`src/rtl/truth_table_pkg.sv`:
```
// Shared definitions for the truth-table sweep controller: FSM state encoding,
// vector-count helper and the smallest usable dwell time.
package truth_table_pkg;

    localparam logic [1:0] IDLE_ENC = 2'd0;
    localparam logic [1:0] RUN_ENC  = 2'd1;
    localparam logic [1:0] DONE_ENC = 2'd2;

    typedef enum logic [1:0] {
        IDLE = IDLE_ENC,
        RUN  = RUN_ENC,
        DONE = DONE_ENC
    } state_t;

    // One sample is taken on the last dwell cycle and the next vector loads
    // on the following one, so a dwell needs at least two cycles.
    localparam int unsigned DWELL_MIN = 2;

    // Number of input combinations for a CUT with n_in inputs.
    function automatic int unsigned nv(input int unsigned n_in);
        return 32'(1) << n_in;
    endfunction

endpackage

```
`src/rtl/dwell_timer.sv`:
```
// Per-vector dwell counter.
//   clk, rst_n : clock, asynchronous active-low reset
//   load       : restart the count at zero (wins over en)
//   en         : advance the count by one
//   term_c     : combinational, high while the count equals DWELL-1
module dwell_timer #(
    parameter int unsigned DWELL = 20
) (
    input  logic clk,
    input  logic rst_n,
    input  logic load,
    input  logic en,
    output logic term_c
);

    localparam int unsigned CNT_W = (DWELL > 2) ? $clog2(DWELL) : 1;

    logic [CNT_W-1:0] cnt;

    // Count register
    always_ff @(posedge clk or negedge rst_n) begin
        if (!rst_n) begin
            cnt <= '0;
        end else if (load) begin
            cnt <= '0;
        end else if (en) begin
            cnt <= cnt + CNT_W'(1);
        end
    end

    assign term_c = (cnt == CNT_W'(DWELL - 1));

endmodule

```
`src/rtl/truth_table_sequencer.sv`:
```
// Sweeps every input combination of a small combinational CUT in ascending
// order, holds each for DWELL cycles, samples the CUT output on the last dwell
// cycle and checks it against EXPECTED.
//   clk, rst_n        : clock, asynchronous active-low reset
//   start, abort      : begin / cancel a sweep (abort wins)
//   stim              : CUT input vector, MSB = A
//   d_in              : CUT output
//   busy, done, pass  : sweep status; pass valid while done
//   fail_count        : number of mismatching vectors
//   first_fail_idx/_valid : first mismatching vector
//   captured          : sampled CUT output, bit i = vector i
module truth_table_sequencer
    import truth_table_pkg::*;
#(
    parameter int unsigned          N_IN     = 3,
    parameter int unsigned          DWELL    = 20,
    parameter logic [nv(N_IN)-1:0]  EXPECTED = 8'hEA
) (
    input  logic                clk,
    input  logic                rst_n,
    input  logic                start,
    input  logic                abort,
    output logic [N_IN-1:0]     stim,
    input  logic                d_in,
    output logic                busy,
    output logic                done,
    output logic                pass,
    output logic [N_IN:0]       fail_count,
    output logic [N_IN-1:0]     first_fail_idx,
    output logic                first_fail_valid,
    output logic [nv(N_IN)-1:0] captured
);

    localparam int unsigned NV   = nv(N_IN);
    localparam int unsigned FC_W = N_IN + 1;
    // An illegal dwell is raised to the minimum rather than breaking the timer.
    localparam int unsigned DWELL_EFF = (DWELL < DWELL_MIN) ? DWELL_MIN : DWELL;

    state_t            state, state_d;
    logic [N_IN-1:0]   idx, idx_d;
    logic [N_IN-1:0]   stim_d;
    logic              busy_d, done_d, pass_d;
    logic [FC_W-1:0]   fail_count_d;
    logic [N_IN-1:0]   first_fail_idx_d;
    logic              first_fail_valid_d;
    logic [NV-1:0]     captured_d;
    logic              launch_c;
    logic              timer_load_c;
    logic              term_c;

    dwell_timer #(
        .DWELL (DWELL_EFF)
    ) u_dwell_timer (
        .clk    (clk),
        .rst_n  (rst_n),
        .load   (timer_load_c),
        .en     (state == RUN),
        .term_c (term_c)
    );

    // State and result registers
    always_ff @(posedge clk or negedge rst_n) begin
        if (!rst_n) begin
            state            <= IDLE;
            idx              <= '0;
            stim             <= '0;
            busy             <= 1'b0;
            done             <= 1'b0;
            pass             <= 1'b0;
            fail_count       <= '0;
            first_fail_idx   <= '0;
            first_fail_valid <= 1'b0;
            captured         <= '0;
        end else begin
            state            <= state_d;
            idx              <= idx_d;
            stim             <= stim_d;
            busy             <= busy_d;
            done             <= done_d;
            pass             <= pass_d;
            fail_count       <= fail_count_d;
            first_fail_idx   <= first_fail_idx_d;
            first_fail_valid <= first_fail_valid_d;
            captured         <= captured_d;
        end
    end

    // Next-state and next-output logic
    always_comb begin
        state_d            = state;
        idx_d              = idx;
        stim_d             = stim;
        busy_d             = busy;
        done_d             = done;
        pass_d             = pass;
        fail_count_d       = fail_count;
        first_fail_idx_d   = first_fail_idx;
        first_fail_valid_d = first_fail_valid;
        captured_d         = captured;
        launch_c           = 1'b0;
        timer_load_c       = 1'b0;

        case (state)
            IDLE: begin
                launch_c = start && !abort;
            end
            RUN: begin
                if (abort) begin
                    state_d = IDLE;
                    busy_d  = 1'b0;
                    done_d  = 1'b0;
                    stim_d  = '0;
                    pass_d  = 1'b0;
                end else if (term_c) begin
                    captured_d[idx] = d_in;
                    if (d_in != EXPECTED[idx]) begin
                        fail_count_d = fail_count + FC_W'(1);
                        if (!first_fail_valid) begin
                            first_fail_idx_d   = idx;
                            first_fail_valid_d = 1'b1;
                        end
                    end
                    if (idx == N_IN'(NV - 1)) begin
                        state_d = DONE;
                        busy_d  = 1'b0;
                        done_d  = 1'b1;
                        stim_d  = '0;
                        pass_d  = (fail_count_d == '0);
                    end else begin
                        idx_d        = idx + N_IN'(1);
                        stim_d       = idx + N_IN'(1);
                        timer_load_c = 1'b1;
                    end
                end
            end
            DONE: begin
                if (abort) begin
                    state_d = IDLE;
                    busy_d  = 1'b0;
                    done_d  = 1'b0;
                    stim_d  = '0;
                    pass_d  = 1'b0;
                end else begin
                    launch_c = start;
                end
            end
            default: begin
                state_d = IDLE;
            end
        endcase

        // Fresh sweep: clear results and start vector 0
        if (launch_c) begin
            state_d            = RUN;
            idx_d              = '0;
            stim_d             = '0;
            busy_d             = 1'b1;
            done_d             = 1'b0;
            pass_d             = 1'b0;
            fail_count_d       = '0;
            first_fail_idx_d   = '0;
            first_fail_valid_d = 1'b0;
            captured_d         = '0;
            timer_load_c       = 1'b1;
        end
    end

endmodule

```
`config.mk`:
```
export PLATFORM = sky130hd
export DESIGN_NAME = truth_table_sequencer
export DESIGN_NICKNAME = d
export VERILOG_FILES = /design/src/rtl/truth_table_pkg.sv /design/src/rtl/dwell_timer.sv /design/src/rtl/truth_table_sequencer.sv
export SDC_FILE = /design/constraint.sdc
export NUM_CORES = 1
export LEC_CHECK = 0
export BUFFER_PORTS_ARGS = -buffer_cell sky130_fd_sc_hd__buf_2
export CORE_ASPECT_RATIO = 2
export CORE_UTILIZATION = 60
export CTS_CLUSTER_DIAMETER = 50
export DETAILED_ROUTE_END_ITERATION = 10
export PLACE_DENSITY = 0.9
export SETUP_SLACK_MARGIN = 0.15
export SYNTH_ARGS = -nofsm -noshare
export SYNTH_HDL_FRONTEND = slang
export SYNTH_SLANG_ARGS = --single-unit
```
`constraint.sdc`:
```
create_clock -name clk -period 7.2 [get_ports clk]
set_clock_uncertainty 0.05 [all_clocks]
set_input_delay 2.16 -clock clk [delete_from_list [all_inputs] [get_ports clk]]
set_output_delay 2.16 -clock clk [all_outputs]
set_load 0.1 [all_outputs]
```
; Word-level counts from Yosys, hierarchy flattened
; Memory sizes are Yosys's and may differ from the RTL's.
; Index checks and enable logic that the tools add are counted.
[totals]
romBits = 8
ram_bits = 0
mem_count = 1
reg_bits = 32
elab_cells = 115
latchBits = 0
[op_classes]
n_mul = 0
bitwise_logic = 0
n_eq_ne = 12
div = 0
magnitude_cmp = 2
mux = 69
addsub = 3
n_reduce_logical = 17
shift = 0
[mem_list]
columns = name, words, word_bits, read_ports, rd_clocked_by_memory_dff, wr, line_no
row1 = (name not given), 8, 1, 1, 0, 0, truth_table_sequencer.sv:116  ; if (d_in != EXPECTED[idx]) begin
[ops]
columns = cell, n
row1 = $mux W3, 16
row2 = $mux W4, 8
row3 = $mux W8, 4
row4 = $mux W1, 26
row5 = $reduce_and A4 Y1, 4
row6 = $mux W2, 5
row7 = $mux W5, 2
row8 = $bwmux W8, 1
row9 = $ne A4 B4 Y1 const B, 2
row10 = $pmux W1 S2, 4
row11 = $reduce_bool A2 Y1, 4
row12 = $pmux W2 S3, 1
row13 = $pmux W3 S2, 1
row14 = $reduce_and A3 Y1, 2
row15 = $add A5 B1 Y5 const B, 1
row16 = $eq A5 B5 Y1 const B, 1
row17 = $reduce_and A5 Y1, 1
row18 = $add A4 B1 Y4 const B, 1
row19 = $logic_not A4 Y1, 1
row20 = $lt A3 B4 Y1 const B, 1
row21 = $ne A2 B1 Y1 const B, 2
row22 = $ne A2 B2 Y1 const B, 2
row23 = $add A3 B1 Y3 const B, 1
row24 = $demux W1 S3, 1
row25 = other kinds (10), 11

; Longest topological paths before layout
; Gate-level depths: netlist of the first run.
[logic_depth]
ltp_word = 13
depth_mapped = 8

; By module
; From an unflattened synthesis of the first run, not the netlist that was laid out.
[unflattened]
hier_cells = 167
hier_area_um2 = 1697.9
[modules_own_cells]
columns = mod, area_each_um2, instances, seq_area_each_um2, cells_each
row1 = truth_table_sequencer, 1435.1, 1, 675.6, 144
row2 = dwell_timer, 262.8, 1, 125.1, 23

; Worst setup path before layout of the first run
; No wires, ideal clock.
[synth_path]
kind = input port to flip-flop
start = input d_in
end = register first_fail_idx[0]
setup_ns = 0.132
setup_slack_ns = 3.735
n_path_buf = 0
cell_stages = 4
arrival_ns = 3.283
cell_sequence = or3_4 -> a2111oi_4 -> mux2i_1 -> nor2_1
[synth_via]
elab_chain_cells = 3
[synth_lines]
columns = item, line_no
row1 = "start, declared", truth_table_sequencer.sv:24  ; input logic d_in,
row2 = $ne A1 B1 Y1, truth_table_sequencer.sv:116
row3 = $reduce_bool A2 Y1 (no line), n/a
row4 = $reduce_and A5 Y1 (no line), n/a
row5 = "end signal, assigned", truth_table_sequencer.sv:82  ; first_fail_idx <= first_fail_idx_d;
row6 = "end, declared", truth_table_sequencer.sv:29  ; output logic [N_IN-1:0] first_fail_idx,
; Every way passes these cells.
; A chain may end at the register's enable or synchronous reset.

; Final worst setup path of the first run
[layout_path]
start = register fail_count[1]
end = output fail_count[1]
[layout_lines]
columns = item, line_no
row1 = "start, declared", truth_table_sequencer.sv:28  ; output logic [N_IN:0] fail_count,
row2 = "start signal, assigned", truth_table_sequencer.sv:81  ; fail_count <= fail_count_d;
; No word-level cell between the ends.

==> results.ini, run 1 <==
[final_layout]
fill_cells = 206
syn_to_final_growth_pct = 12.7
nets = 218
drive_gt1_frac = 0.215
insertedDiodeCount = 0
fin_cells = 238

[grt]
grt_overflow = 0
antenna_found_initial = 0
grt_max_degree = 33
track_usage = 0.284
grt_pass1_wl_um = 6100
grt_pass1_vias = 1411

[clock_tree]
cts_tree = done
cts_max_level = 2
clk_latency_ns = 0.29
cts_hold_buf = 0
clockBufferDepth = 2
clkSinkCount = 32
clock-root-buffer = clkbuf_8
path_clk_slew_ns = 0.06
cts_resized = 0
cts_made_buffers = 5
cts_setup_buffers = 0

[drt]
wl_per_cell_um = 16.4
drt_wl_total_um = 3910
dr.pass1.iters = 4
route.detailed.drc = 0
initialDrtViolationCount = 43
via_per_inst = 6.08
via_count = 1447
antenna_left = 0

[critical_path]
critPathRequiredTime_ns = 4.99
rrSetupSlack_ns = 4.83
r2r-start = idx[1]$_DFFE_PN0P_
cp_max_fo = 10
critPathMaxStageDelay_ns = 0.55
crit_family = flip-flops
r2r_cells = 7
arrival_ns = 1.33
cp-end-kind = output pin
crit_path_start_kind = flop
path_buf_inv = 1
crit_slowest_cell = dfrtp_1
critPathKind = reg2out
reg2reg_to = first_fail_idx[1]$_DFFE_PN0P_
crit_chain = buf_2

[synth]
syn_area_um2 = 1760
synth-seq-area-share = 0.454
synthAdderAreaFrac = 0.0355
synth_warnings = 0
synth-simple-area-share = 0.241
synth_top_family_by_area = simple AND/OR/NAND/NOR gates
dominantRegCellSynth = dfrtp_1
synth_compound_area_frac = 0.118
async_flop_share = 1.00
synth-seq-cells = 32
synth_nets = 193
synth_cells = 183
synthMuxAreaShare = 0.0979
synth_xor_area_frac = 0.0248
avgSynthCellArea_um2 = 9.64
yosysUniqueCellTypes = 42
synth-edff-count = 0

[timing]
final-hold-violation-count = 0
fin_setup_tns_ns = 0
maxSlewViolCount = 0
worstMarginPinSlew_ns = 0.698
period_minus_slack_ns = 3.54
max_freq_mhz = 282
grt_setup_unrepaired = false
slew_headroom = 0.535
period_share = 0.492
setup_viol = 0

[min_path]
hold_path.class = reg2reg
hold_start = done$_DFFE_PN0P_
holdPathStages = 2
min_to = done$_DFFE_PN0P_

[pwr]
vdd_drop_max_uv = 174
finalPower_uw = 411
power_leakage_nw = 0.946
power_density_nw_per_um2 = 207

[floorplan]
fp.dieW_um = 40.3
rows = 27
die_area_um2 = 3170
initial_core_util = 0.637
ios = 27
die_h_um = 78.7
core_area_um2 = 2770

[run]
drv_cap = 0

[status]
status = completed

[placement]
place_congestion = 0.787
placed_cells = 230
hpwlAfterDp_um = 2820
port_buffers = 26

how the worst max path moves through the flow:
stage / slack [ns] / cells past startpoint / to / from
floorplan: 3.74 / 4 / first_fail_idx[0]$_DFFE_PN0P_ / d_in
global placement: 3.51 / 5 / first_fail_idx[0]$_DFFE_PN0P_ / d_in
detailed placement: 3.43 / 5 / first_fail_idx[1]$_DFFE_PN0P_ / d_in
CTS: 3.68 / 1 / fail_count[0] / fail_count[0]$_DFFE_PN0P_
global route: 3.62 / 1 / fail_count[0] / fail_count[0]$_DFFE_PN0P_
finish: 3.66 / 1 / fail_count[1] / fail_count[1]$_DFFE_PN0P_
cell families (layout without fill, tap and decap cells):
kind of cell | after synthesis | after routing
simple gates | 80 | 80
compound gates | 32 | 32
flops | 32 | 32
mux | 17 | 17
buf+inv | 12 | 38
fa+ha+maj | 5 | 5
xor+xnor | 5 | 5
area by class of cell:
cell class              instances  area [um2]  area share
multi-input cells             139         912       0.459
clock buffers                   8        90.1      0.0453
well taps                      29        36.3      0.0183
repair buffers                 27         138      0.0692
flip-flops and latches         32         801       0.403
inverters                       3        11.3     0.00566
cell usage in the layout (no fill, tap or decap), types with 2 or more instances in the layout:
cell type and n:
a21o_1 2, a21oi_1 11, and2_1 2, buf_2 26, clkbuf_1 2, clkbuf_8 6
dfrtp_1 32, ha_1 5, inv_1 3, mux2_2 2, mux2i_1 15, nand2_1 19
nand2b_1 3, nand3_1 6, nand4_1 3, nor2_1 24, nor3_1 7, nor3b_1 2
o21ai_0 9, o22ai_1 2, o31ai_1 2, or3b_2 2, xor2_1 4
metrics by stage:
stage | instance area, um2 | hold WS, ns | worst slack [ns] | util
2_1_floorplan | 1760 | 0.435 | 3.74 | -
3_3_place_gp | 1900 | 0.401 | 3.51 | 0.685
3_5_place_dp | 1900 | 0.417 | 3.43 | 0.685
4_1_cts | 1990 | 0.432 | 3.68 | 0.718
5_1_grt | 1990 | 0.453 | 3.62 | 0.718
6_report | 1990 | 0.422 | 3.66 | 0.718
registers in the layout, summed over array words and instances, names as in the netlist, 2 cells and up:
signal	flops
captured	8
u_dwell_timer.cnt	5
fail_count	4
first_fail_idx	3
idx	3
stim	3
state	2
report_power, final:
| group | switching [mW] | leakage (nW) | total, mW | internal [mW] |
|---|---|---|---|---|
| Clock | 0.0608 | 0.0455 | 0.139 | 0.0777 |
| Combinational | 0.0541 | 0.463 | 0.0716 | 0.0175 |
| Sequential | 0.0101 | 0.438 | 0.201 | 0.191 |
cells in the mapped netlist (3+ instances only):
library cell	n	share of area
a21oi_1	11	0.031
clkbuf_1	6	0.013
dfrtp_1	32	0.45
ha_1	5	0.035
inv_1	3	0.0064
mux2i_1	15	0.085
nand2_1	19	0.040
nand2b_1	3	0.011
nand3_1	6	0.017
nand4_1	3	0.011
nor2_1	24	0.051
nor3_1	7	0.020
o21ai_0	9	0.026
xor2_1	4	0.020
layer usage:
| layer | GRT usage | share of wire |
|---|---|---|
| met5 | 0 | 0 |
| met4 | 0.130 | 0.021 |
| met3 | 0.0678 | 0.035 |
| met2 | 0.494 | 0.57 |
| met1 | 0.288 | 0.37 |
(Power assumes the default switching activity.)
==> inputs of run 2 (changes only) <==
ABC_AREA = 1   (was not set)
CORE_UTILIZATION = 50   (was 60)
PLACE_DENSITY = 0.8   (was 0.9)
clock period = 2.9 ns   (was 7.2 ns; I/O delays follow)
==> run 2 against run 1 <==
Net effect:
- flip-flop and latch count did not move
- the flow now finishes with violations (DRC)
- core utilization fell by 13 points
- power rose to 4.8 times the previous value
- non-clock buffer count did not move
- routed wire length fell by 7.2%
- sequential power rose to 3.3 times the previous value
- setup slack got worse by 2.9 ns
- global-route usage fell by 7.0 points
==> results.ini, run 2 <==
[pwr]
power.internal_uw = 946
pwr-share-clk = 0.177
seq_power_share = 0.334
power_density_nw_per_um2 = 988
finalPower_mw = 1.97
swShare = 0.519
p_sw_mw = 1.02
vdd_drop_max_uv = 469
power_leakage_nw = 1.20
pwr-share-comb = 0.490

[synth]
synth_xor_area_frac = 0.0100
synth-seq-area-share = 0.457
yosysUniqueCellTypes = 26
synth_compound_area_frac = 0.0929
avgSynthCellArea_um2 = 8.19
synth.most_common_cell = nand2_1
synth_cells = 214
synthMuxAreaShare = 0.00571
synthTopCellsByCount = nand2_1, dfrtp_1, inv_1, nand3_1, o21ai_1
synthTopCellsByArea = dfrtp_1, nand2_1, nand3_1, inv_1, nand4_1
synth-seq-cells = 32
synth_top_family_by_area = simple AND/OR/NAND/NOR gates
post-synth-top-area-cell = dfrtp_1
synth-edff-count = 0
synth_top_cell_area_share = 0.457
syn_area_um2 = 1750
async_flop_share = 1.00
synth_warnings = 0
dominantRegCellSynth = dfrtp_1
synthAdderAreaFrac = 0.0357
synth_nets = 224
synth-simple-area-share = 0.314

[timing]
max_freq_mhz = 466
worstMarginPinSlew_ns = 0.701
grt_setup_unrepaired = false
period_minus_slack_ns = 2.15
fin_setup_tns_ns = 0
final-hold-violation-count = 0
maxSlewViolCount = 0
period_share = 0.740
setup_viol = 0
fin_hold_ws_ns = 0.428
slew_headroom = 0.533

[final_layout]
fin_area_um2 = 1990
insertedDiodeCount = 0
final_common_cell = nand2_1
drive_gt1_frac = 0.257
fill_cells = 312
syn_to_final_growth_pct = 13.8
regArea_um2 = 801
largest_reg_flops = 8
reg_top3 = captured (8), u_dwell_timer.cnt (5), fail_count (4)
most-common-layout-cells = nand2_1, dfrtp_1, buf_2
largest_register = captured
nets = 254
multi_input_comb_area_um2 = 802

[clock_tree]
cts_made_buffers = 5
cts_tree = done
cts_max_level = 2
path_clk_slew_ns = 0.07
clockBufferDepth = 2
cts_setup_buffers = 0
clkSinkCount = 32
clk_latency_ns = 0.29
cts_resized = 0
clock-root-buffer = clkbuf_8
cts_hold_buf = 0

[floorplan]
rows = 30
fp.dieW_um = 43.9
ios = 27
die_h_um = 85.7
initial_core_util = 0.519
core_area_um2 = 3380
die_area_um2 = 3760

[critical_path]
path_buf_inv = 1
crit_family = buffers and inverters
critPathMaxStageDelay_ns = 0.47
cp_max_fo = 7
critPathKind = reg2out
crit_slowest_cell = buf_2
crit_path_start_kind = flop
arrival_ns = 1.23
crit_chain = buf_2
cp-end-kind = output pin
critPathRequiredTime_ns = 1.98

[grt]
grt_pass1_vias = 1393
grt_pass1_wl_um = 6070
antenna_found_initial = 0
track_usage = 0.214
grt_max_degree = 33
grt_overflow = 0

[drt]
dr.pass1.iters = 9
initialDrtViolationCount = 34
via_per_inst = 5.42
via_count = 1501
drt_wl_total_um = 3630
antenna_left = 0
route.detailed.drc = 1
wl_per_cell_um = 13.1

[min_path]
hold_path.class = reg2reg

[placement]
port_buffers = 26
place_congestion = 0.848
hpwlAfterDp_um = 2710
dpl_cell_area_um2 = 1900

[run]
drv_cap = 0

[status]
status = finished, violations left
violations = DRC

[run 2: power groups by stage]
| stage | clock network [mW] | registers, mW | logic, mW |
|---|---|---|---|
| 6_report | 0.348 | 0.657 | 0.964 |
| 5_1_grt | 0.381 | 0.676 | 1.04 |
| 4_1_cts | 0.360 | 0.657 | 0.969 |
| 3_5_place_dp | 0 | 0.663 | 0.966 |
| 3_3_place_gp | 0 | 0.660 | 0.952 |
| 2_1_floorplan | 0 | 1.00 | 0.438 |
[run 2: logic make-up after synthesis]
logic type | count (synthesis)
AO/OA/AOI/OAI | 28
multiplexers | 1
adder cells (fa/ha/maj) | 5
AND/OR/NAND/NOR | 110
buffers and inverters | 36
XOR/XNOR | 2
flip-flops | 32
[run 2: metal layers]
layer / wire length [um] / track usage / vias to the layer above
li1: - / - / 762
met1: 1410 / 0.211 / 708
met5: 0 / 0 / -
met4: 94 / 0.132 / 0
met3: 81 / 0.0547 / 10
met2: 2040 / 0.379 / 21
[run 2: final timing paths]
kind | startpoint | endpoint | slack (ns) | cells after the start
hold / removal | pass$_DFFE_PN0P_ | pass$_DFFE_PN0P_ | 0.43 | 2
hold reg to reg | pass$_DFFE_PN0P_ | pass$_DFFE_PN0P_ | 0.43 | 2
min in group asynchronous | rst_n | done$_DFFE_PN0P_ | 0.58 | 1
setup / recovery | fail_count[0]$_DFFE_PN0P_ | fail_count[0] | 0.75 | 1
setup reg to reg | idx[0]$_DFFE_PN0P_ | first_fail_idx[0]$_DFFE_PN0P_ | 1.01 | 11
max in group asynchronous | rst_n | captured[5]$_DFFE_PN0P_ | 1.76 | 1
[run 2: stage by stage]
step	setup WS, ns	instances	utilization
finish	0.755	277	0.590
global route	0.737	277	0.590
CTS	0.764	277	0.590
detailed placement	0.835	269	0.563
global placement	0.859	269	0.563
floorplan	1.01	214	-
[run 2: final cells by class]
type                       instances  area share
timing repair buffer              27      0.0691
clock inverter                     2     0.00502
multi-input combinational        146       0.402
sequential                        32       0.402
tap                               32      0.0201
inverter                          32      0.0603
clock buffer                       6      0.0414
[run 2: worst reg2reg max path: stages, from the launching register on]
cell and delay [ns]:
dfrtp_1 0.48, inv_2 0.20, ha_1 0.23, nand2_4 0.07
o21ai_1 0.15, nand2_2 0.12, nand2_2 0.13, nand3_2 0.11
nand2_2 0.11, inv_2 0.05, nand2_1 0.06, nand2_1 0.05
==> inputs of run 3 (changes only) <==
ABC_AREA = 0   (was 1)
clock period = 1.8 ns   (was 2.9 ns; I/O delays follow)
==> run 3 against run 2 <==
Net effect:
- the flow finishes with violations (setup timing)
- design area is 36% higher
- non-clock buffer count is 42 higher
- routed wire length is 47% higher
- via count is 12% higher
- critical path type is now reg2reg
- largest cell class unchanged
==> results.ini, run 3 (synthesis gave the netlist of run 1 again) <==
[status]
status = finished, violations left
violations = setup timing

[final_layout]
insertedDiodeCount = 0
nets = 260
final_core_util = 0.800
fill_cells = 189
fin_area_um2 = 2700
final_common_cell = buf_4
reg_top3 = captured (8), u_dwell_timer.cnt (5), fail_count (4)
fin_cells = 283
drive_gt1_frac = 0.498
largest_register = captured
syn_to_final_growth_pct = 53.3
most-common-layout-cells = buf_4, dfrtp_1, nor2_1
largest_reg_flops = 8

[placement]
placed_cells = 268
place_congestion = 0.914
place_ws_ns = -0.256
hpwlAfterDp_um = 3240
port_buffers = 26
dpl_cell_area_um2 = 2310

[clock_tree]
cts_max_level = 2
clockBufferDepth = 2
cts_tree = done
path_clk_slew_ns = 0.08
cts_hold_buf = 0
clk_latency_ns = 0.30
cts_made_buffers = 5
clock-root-buffer = clkbuf_8
clkSinkCount = 32

[floorplan]
core_area_um2 = 3380
fp.dieW_um = 44
initial_core_util = 0.522
die_h_um = 86.0
die_area_um2 = 3780
ios = 27
rows = 30

[pwr]
power_leakage_nw = 1.23
vdd_drop_max_uv = 895
finalPower_mw = 1.95
power_density_nw_per_um2 = 720

[timing]
maxSlewViolCount = 0
slew_headroom = 0.640
fin_setup_tns_ns = -0.886
period_minus_slack_ns = 2.02
period_share = 1.12
finalWorstSetupSlack_ns = -0.225
fin_hold_ws_ns = 0.162
worstMarginPinSlew_ns = 0.540
final-hold-violation-count = 0
grt_setup_unrepaired = true
setup_viol = 7
max_freq_mhz = 494

[critical_path]
crit_start = fail_count[0]$_DFFE_PN0P_
rrSetupSlack_ns = -0.22
cp_max_fo = 2
crit_path_start_kind = flop
cp-end-kind = flop
arrival_ns = 2.19
r2r-start = fail_count[0]$_DFFE_PN0P_
critPathKind = reg2reg
critPathRequiredTime_ns = 1.97

[drt]
initialDrtViolationCount = 45
route.detailed.drc = 0
wl_per_cell_um = 18.8
antenna_left = 0
via_per_inst = 5.94
dr.pass1.iters = 5
via_count = 1682
drt_wl_total_um = 5320

[grt]
grt_pass1_vias = 1818
track_usage = 0.313
grt_overflow = 0
grt_max_degree = 23
grt_pass1_wl_um = 8550
antenna_found_initial = 0

[min_path]
hold_path.class = in2async

[run]
drv_cap = 0

[run 3: cell types whose count changed in the layout (fill, tap and decap cells not counted), sizes merged, moves of 9 or more]
| cell | previous run | this run |
|---|---|---|
| nand2 | 63 | 20 |
| buf | 27 | 69 |
| inv | 32 | 3 |
| nand3 | 22 | 6 |
| nor2 | 9 | 25 |
| mux2i | 1 | 15 |
| nand4 | 12 | 3 |
| o21ai | 19 | 10 |
[run 3: per-layer routing]
layer  routed length (um)  part of all wire  global-route usage  vias to the layer above
met5                    0                 0                   0                        -
met4                  263             0.049               0.185                        0
met1                 1880              0.35               0.318                      826
met2                 2980              0.56               0.555                       59
li1                     -                 -                   -                      775
met3                  192             0.036              0.0653                       22
[run 3: where the power goes]
group	internal, mW	switching (mW)
Sequential	0.763	0.0268
Clock	0.409	0.304
Combinational	0.171	0.272
Total	1.34	0.603
[run 3: what timing repair did]
action | in CTS | in global routing
gates cloned | 0 | 0
pin swaps | 13 | 15
setup endpoints to repair | 49 | 31
buffers inserted | 4 | 3
resized for setup | 48 | 13
[run 3: worst max-delay path, stage by stage (launching register included)]
cell and delay, ns:
dfrtp_4 0.49, ha_4 0.25, or4b_4 0.47, a211o_1 0.28, a21oi_2 0.12, a21oi_1 0.05, o31ai_1 0.23
[run 3: final timing paths]
path | depth (start not counted) | end
max | 6 | pass$_DFFE_PN0P_
min in group clk | 2 | done$_DFFE_PN0P_
min | 1 | u_dwell_timer.cnt[1]$_DFFE_PN0P_
min reg2reg | 2 | done$_DFFE_PN0P_
max reg2reg | 6 | pass$_DFFE_PN0P_
max in group asynchronous | 2 | captured[2]$_DFFE_PN0P_
[run 3: cell type report]
cell class / instances / area [um2] / share of cell area
multi-input cells: 139 / 1130 / 0.418
inverters: 3 / 13.8 / 0.00509
repair buffers: 69 / 601 / 0.222
clock buffers: 5 / 68.8 / 0.0255
well taps: 32 / 40.0 / 0.0148
clock inverters: 3 / 42.5 / 0.0157
flip-flops and latches: 32 / 808 / 0.299
